**src/rtl/fifo_wr_ctrl_pkg.sv**
```systemverilog
// -----------------------------------------------------------------------------
// fifo_wr_ctrl_pkg
// Shared definitions for the asynchronous FIFO pointer controllers (write and
// read side). Provides:
//   - default address width, depth and almost-full threshold
//   - ptr_width(): pointer width for a given address width (ADDR_WIDTH + 1)
//   - bin_to_gray() / gray_to_bin(): conversions on a 32-bit container; callers
//     zero-extend narrower pointers in and truncate the result back out, which
//     is exact because both conversions only propagate towards the LSB.
// -----------------------------------------------------------------------------
package fifo_wr_ctrl_pkg;

  localparam int DEFAULT_ADDR_WIDTH   = 3;
  localparam int DEFAULT_DEPTH        = 1 << DEFAULT_ADDR_WIDTH;
  localparam int DEFAULT_AFULL_THRESH = 6;
  localparam int MAX_PTR_WIDTH        = 32;

  typedef logic [MAX_PTR_WIDTH-1:0] ptr_word_t;

  // One extra bit distinguishes full from empty when the address bits match.
  function automatic int ptr_width(input int addr_width);
    return addr_width + 1;
  endfunction

  localparam int PTR_WIDTH = ptr_width(DEFAULT_ADDR_WIDTH);

  function automatic ptr_word_t bin_to_gray(input ptr_word_t bin);
    return bin ^ (bin >> 1);
  endfunction

  function automatic ptr_word_t gray_to_bin(input ptr_word_t gray);
    ptr_word_t bin;
    bin[MAX_PTR_WIDTH-1] = gray[MAX_PTR_WIDTH-1];
    for (int i = MAX_PTR_WIDTH - 2; i >= 0; i--) begin
      bin[i] = bin[i+1] ^ gray[i];
    end
    return bin;
  endfunction

endpackage : fifo_wr_ctrl_pkg

```
**src/rtl/fifo_wr_ctrl_gray2bin.sv**
```systemverilog
// -----------------------------------------------------------------------------
// gray2bin
// Combinational Gray-to-binary converter of parameterized width.
// Ports:
//   gray  in  WIDTH  Gray-coded value
//   bin   out WIDTH  equivalent binary value
// -----------------------------------------------------------------------------
module gray2bin
  import fifo_wr_ctrl_pkg::*;
#(
  parameter int WIDTH = PTR_WIDTH
) (
  input  logic [WIDTH-1:0] gray,
  output logic [WIDTH-1:0] bin
);

  always_comb begin
    bin = WIDTH'(gray_to_bin(MAX_PTR_WIDTH'(gray)));
  end

endmodule : gray2bin

```
**src/rtl/fifo_wr_ctrl.sv**
```systemverilog
// -----------------------------------------------------------------------------
// fifo_wr_ctrl
// Write-side pointer and full-flag controller of the asynchronous FIFO. Runs
// entirely in the write clock domain; owns the binary and Gray write pointers.
//
// Optional feature: define FIFO_WR_ALMOST_FULL_EN to compile in the occupancy
// compare behind w_almost_full. Without it w_almost_full is tied to 0.
//
// Ports:
//   clk            in   write-domain clock
//   rst            in   synchronous active-high reset
//   w_inc          in   producer write request (one word per cycle)
//   sync_rptr      in   Gray read pointer, already synchronized into clk
//   w_en           out  memory write enable (combinational, w_inc & ~w_full)
//   w_addr         out  memory write address (low bits of binary pointer)
//   wptr           out  registered Gray write pointer for the read domain
//   w_full         out  registered full flag
//   w_almost_full  out  registered almost-full flag
//   w_overflow     out  sticky: write attempted while full; cleared by rst
// -----------------------------------------------------------------------------
module fifo_wr_ctrl
  import fifo_wr_ctrl_pkg::*;
#(
  parameter int ADDR_WIDTH   = DEFAULT_ADDR_WIDTH,
  parameter int AFULL_THRESH = DEFAULT_AFULL_THRESH
) (
  input  logic                  clk,
  input  logic                  rst,
  input  logic                  w_inc,
  input  logic [ADDR_WIDTH:0]   sync_rptr,
  output logic                  w_en,
  output logic [ADDR_WIDTH-1:0] w_addr,
  output logic [ADDR_WIDTH:0]   wptr,
  output logic                  w_full,
  output logic                  w_almost_full,
  output logic                  w_overflow
);

  localparam int PW = ptr_width(ADDR_WIDTH);

  logic [PW-1:0] wbin_q, wbin_d;
  logic [PW-1:0] wptr_q, wptr_d;
  logic          w_full_q, w_full_d;
  logic          w_almost_full_q, w_almost_full_d;
  logic          w_overflow_q, w_overflow_d;
  logic          accept;
  logic [PW-1:0] full_pattern;

  // NOTE: combinational blocks use blocking '=' and assign every output first
  // so no latch is inferred; state is only ever updated with '<=' below.
  always_comb begin
    accept       = w_inc & ~w_full_q;
    wbin_d       = wbin_q + {{(PW-1){1'b0}}, accept};
    wptr_d       = PW'(bin_to_gray(MAX_PTR_WIDTH'(wbin_d)));
    // Full when the write pointer is exactly one lap ahead of the read
    // pointer: in Gray code that means the two MSBs differ and the rest match.
    full_pattern = {~sync_rptr[PW-1:PW-2], sync_rptr[PW-3:0]};
    w_full_d     = (wptr_d == full_pattern);
    w_overflow_d = w_overflow_q | (w_inc & w_full_q);
  end

`ifdef FIFO_WR_ALMOST_FULL_EN
  localparam logic [PW-1:0] AFULL_LEVEL = PW'(AFULL_THRESH);

  logic [PW-1:0] rbin;
  logic [PW-1:0] occupancy;

  gray2bin #(
    .WIDTH (PW)
  ) u_rptr_gray2bin (
    .gray (sync_rptr),
    .bin  (rbin)
  );

  // Uses the post-write pointer so the flag lines up with w_full timing; the
  // synchronized read pointer lags, so occupancy can only be overestimated.
  always_comb begin
    occupancy       = wbin_d - rbin;
    w_almost_full_d = (occupancy >= AFULL_LEVEL);
  end
`else
  always_comb begin
    w_almost_full_d = 1'b0;
  end
`endif

  // NOTE: reset is synchronous and takes priority over any write request.
  always_ff @(posedge clk) begin
    if (rst) begin
      wbin_q          <= '0;
      wptr_q          <= '0;
      w_full_q        <= 1'b0;
      w_almost_full_q <= 1'b0;
      w_overflow_q    <= 1'b0;
    end else begin
      wbin_q          <= wbin_d;
      wptr_q          <= wptr_d;
      w_full_q        <= w_full_d;
      w_almost_full_q <= w_almost_full_d;
      w_overflow_q    <= w_overflow_d;
    end
  end

  assign w_en          = accept;
  assign w_addr        = wbin_q[ADDR_WIDTH-1:0];
  assign wptr          = wptr_q;
  assign w_full        = w_full_q;
  assign w_almost_full = w_almost_full_q;
  assign w_overflow    = w_overflow_q;

endmodule : fifo_wr_ctrl

```
**config.mk**
```make
export PLATFORM = sky130hd
export DESIGN_NAME = fifo_wr_ctrl
export DESIGN_NICKNAME = d
export VERILOG_FILES = /design/src/rtl/fifo_wr_ctrl_pkg.sv /design/src/rtl/fifo_wr_ctrl_gray2bin.sv /design/src/rtl/fifo_wr_ctrl.sv
export SDC_FILE = /design/constraint.sdc
export NUM_CORES = 1
export LEC_CHECK = 0
export ABC_AREA = 1
export CORE_AREA = 2 2 39 41
export DETAILED_ROUTE_END_ITERATION = 10
export DIE_AREA = 0 0 41 43
export PLACE_DENSITY = 0.75
export RECOVER_POWER = 100
export SLEW_MARGIN = 30
export SYNTH_ARGS = -nofsm -noshare
export SYNTH_HDL_FRONTEND = slang
export SYNTH_SLANG_ARGS = --single-unit
```
**constraint.sdc**
```tcl
create_clock -name clk -period 3.8 [get_ports clk]
set_clock_uncertainty 0.15 [all_clocks]
set_input_delay 0.57 -clock clk [delete_from_list [all_inputs] [get_ports clk]]
set_output_delay 0.57 -clock clk [all_outputs]
set_load 0.01 [all_outputs]
```
==> summary.md <==
| Metric | Value |
|---|---|
| Status | completed |
| Crit end category | output port |
| Hold_buf cts | 0 |
| Tmin final | 2640 ps |
| Detailed placement HPWL | 726 um |
| Syn_nets | 76 |
| Vias post-DR | 462 |
| RSZ-0062 raised after global routing | no |
| HP Class | flip-flop to flip-flop |
| Most used routing layer | met2 |
| CTS max path bufs | 2 |
| Vias in the first global route | 382 |
| Syn Inst Count | 67 |
| Final Hold Violating Endpoints | 0 |
| Setup Viol. Count Final | 0 |
| Yosys warnings | 0 |
| Max IR drop VDD | 0.189 mV |
| Seq cells post-synth | 9 |
| Met2 GRT Util | 21.3% |
| Max-slew violations | 0 |
| Initial antenna violation count | 0 |
| Ant. Diodes | 0 |
| Dpl cells | 97 |
| Crit Path Max Fanout | 2 |
| Core area | 0.00138 sq mm |
| Worst Path Required | 3080 ps |
| Commonest non-fill, non-tap cells in the layout | nand2_1, dlygate4sd3_1, inv_1, nand3_1 |
| CTS root buffer | clkbuf_4 |
| Cell variety after synth | 16 |
| Layout cell share with drive strength beyond 1 | 9.41% |
| Min-delay src | w_overflow |
| Flop2flop setup slack | ~1900 ps |
| Worst Hold Path EP | w_overflow |
| Final #Nets | 95 |
| Maxcap violations | 0 |
| GRT Util Overall | 14.9% |
| CP startpoint kind | input port |
| Die X | 41 um |
| Period utilisation layout | between 60 and 70% |
| Final WL | 1010 um |
| Pwr dens | 367 mW/mm^2 |
| Worst EP arrival | 1920 ps |
| Die Area | 0.00176 sq mm |
| Reg-to-Reg End | w_full |
| Routed Antenna Nets | 0 |
| Area delta synth->final | 38.1% |
| Iter 0 DRT Violations | 10 |
| Hold path depth | 2 |
| Fmax | 378 MHz |
| Syn_area_per_cell | about 7 sq um |
| DRC | 0 |
| Post-Syn Area | ~470 sq um |
| CTS H-Tree Depth | 1 |
| Resized cells post-CTS | 0 |
| Reg clk slew, reported paths | 70 ps |
| Grt ovf | 0 |
| # IOs | 18 |
| Seq/Total Area, Yosys | 38.1% |
| CTS Buf Count | 3 |
| Final Non-Filler Cells | about 100 |
| GR Layer Usage met3 | between 1.5 and 2% |
| Initial Util | about a third |
| First-pass GRT wire length | 1720 um |
| FP Rows | 14 |
| DR pass1 iterations | 5 |
| Worst skew pair latency | 270 ps |
| CTS tree | built |
| Largest net degree at the start of global routing | 10 |
| Die H | 43 um |
| Commonest non-fill, non-tap cell in the layout | nand2_1 |
| Met1 global-route usage | between 10% and 20% |
| Leak | 0.335 nW |
| Setup TNS | 0 ps |
| Reg2reg path depth | 9 |
| Reg2reg start | w_full |
| RePlAce Congestion | 0.709 |
| CTS sink cnt | 9 |
| Vias/cell | 4.57 |
| Setup bufs post-CTS | 0 |
| Fill cells | 142 |
| Kind of critical path | input port to output port |
| DR WL/cell | between 9 and 10 um |
| Port-buffer cells | 16 |
## worst max path at each step
stage,slack [ps],start,cells past startpoint,to
5_1_grt,1070,w_inc,4,w_en
6_report,1160,w_inc,4,w_en
4_1_cts,1280,w_inc,4,w_en
3_5_place_dp,1160,w_inc,12,w_full
3_3_place_gp,1240,w_inc,12,w_full
2_1_floorplan,1750,w_inc,11,w_full
## registers in the layout (all words and copies together), names as in the netlist
register and count:
w_full 1, w_overflow 1, wbin_q 4, wptr 3
## cells by family after synthesis
group	Yosys count	share of synthesized area (%)
fa+ha+maj	2	5.29
flops	9	38.1
buf+inv	13	11.1
other cells	1	0.793
compound gates	4	4.23
simple gates	38	40.5
## metrics by stage
stage | hold slack, ps | utilization, % | area [sq um] | total power, mW | worst slack, ps
floorplan | 352 | - | 473 | 0.142 | 1750
global placement | 300 | 46.4 | 642 | 0.166 | 1240
detailed placement | 310 | 46.4 | 642 | 0.168 | 1160
CTS | 324 | 48.3 | 668 | 0.244 | 1280
global route | 336 | 47.2 | 653 | 0.253 | 1070
finish | 313 | 47.2 | 653 | 0.240 | 1160
## cell usage after synthesis
cell type  instances  share of area (%)
nand2_1           11                8.7
inv_1             10                7.9
dfxtp_1            9                 38
nand3_1            9                9.5
nor2_1             9                7.1
a21oi_1            4                4.2
nand2_2            4                5.3
ha_1               2                5.3
nand2_4            2                4.8
buf_4              1                1.6
clkbuf_1           1               0.79
conb_1             1               0.79
inv_2              1               0.79
nand3_2            1                2.1
nand3b_1           1                1.6
nand4_1            1                1.3
## cell type report
| class | count | area, sq um | area share (%) |
|---|---|---|---|
| well taps | 16 | 20.0 | 3.07 |
| multi-input cells | 45 | 225 | 34.5 |
| clock buffers | 4 | 26.3 | 4.02 |
| repair buffers | 16 | 160 | 24.5 |
| flip-flops and latches | 9 | 180 | 27.6 |
| inverters | 11 | 41.3 | 6.32 |
## critical path: stages
cell and delay (ps):
dlygate4sd3_1 550, inv_1 40, nor2_1 130, dlygate4sd3_1 630
## routing by layer
metal  vias up  wire, um
met4         0        45
met3         4        35
li1        244         -
met1       202       434
met5         -         0
met2        12       490
## report_power, final
part / internal (mW) / switching (mW)
sequential: 0.101 / 0.00291
clock: 0.0406 / 0.0365
combinational: 0.0274 / 0.0315
total: 0.169 / 0.0709
Note: power is estimated with default switching activity, not from simulation.
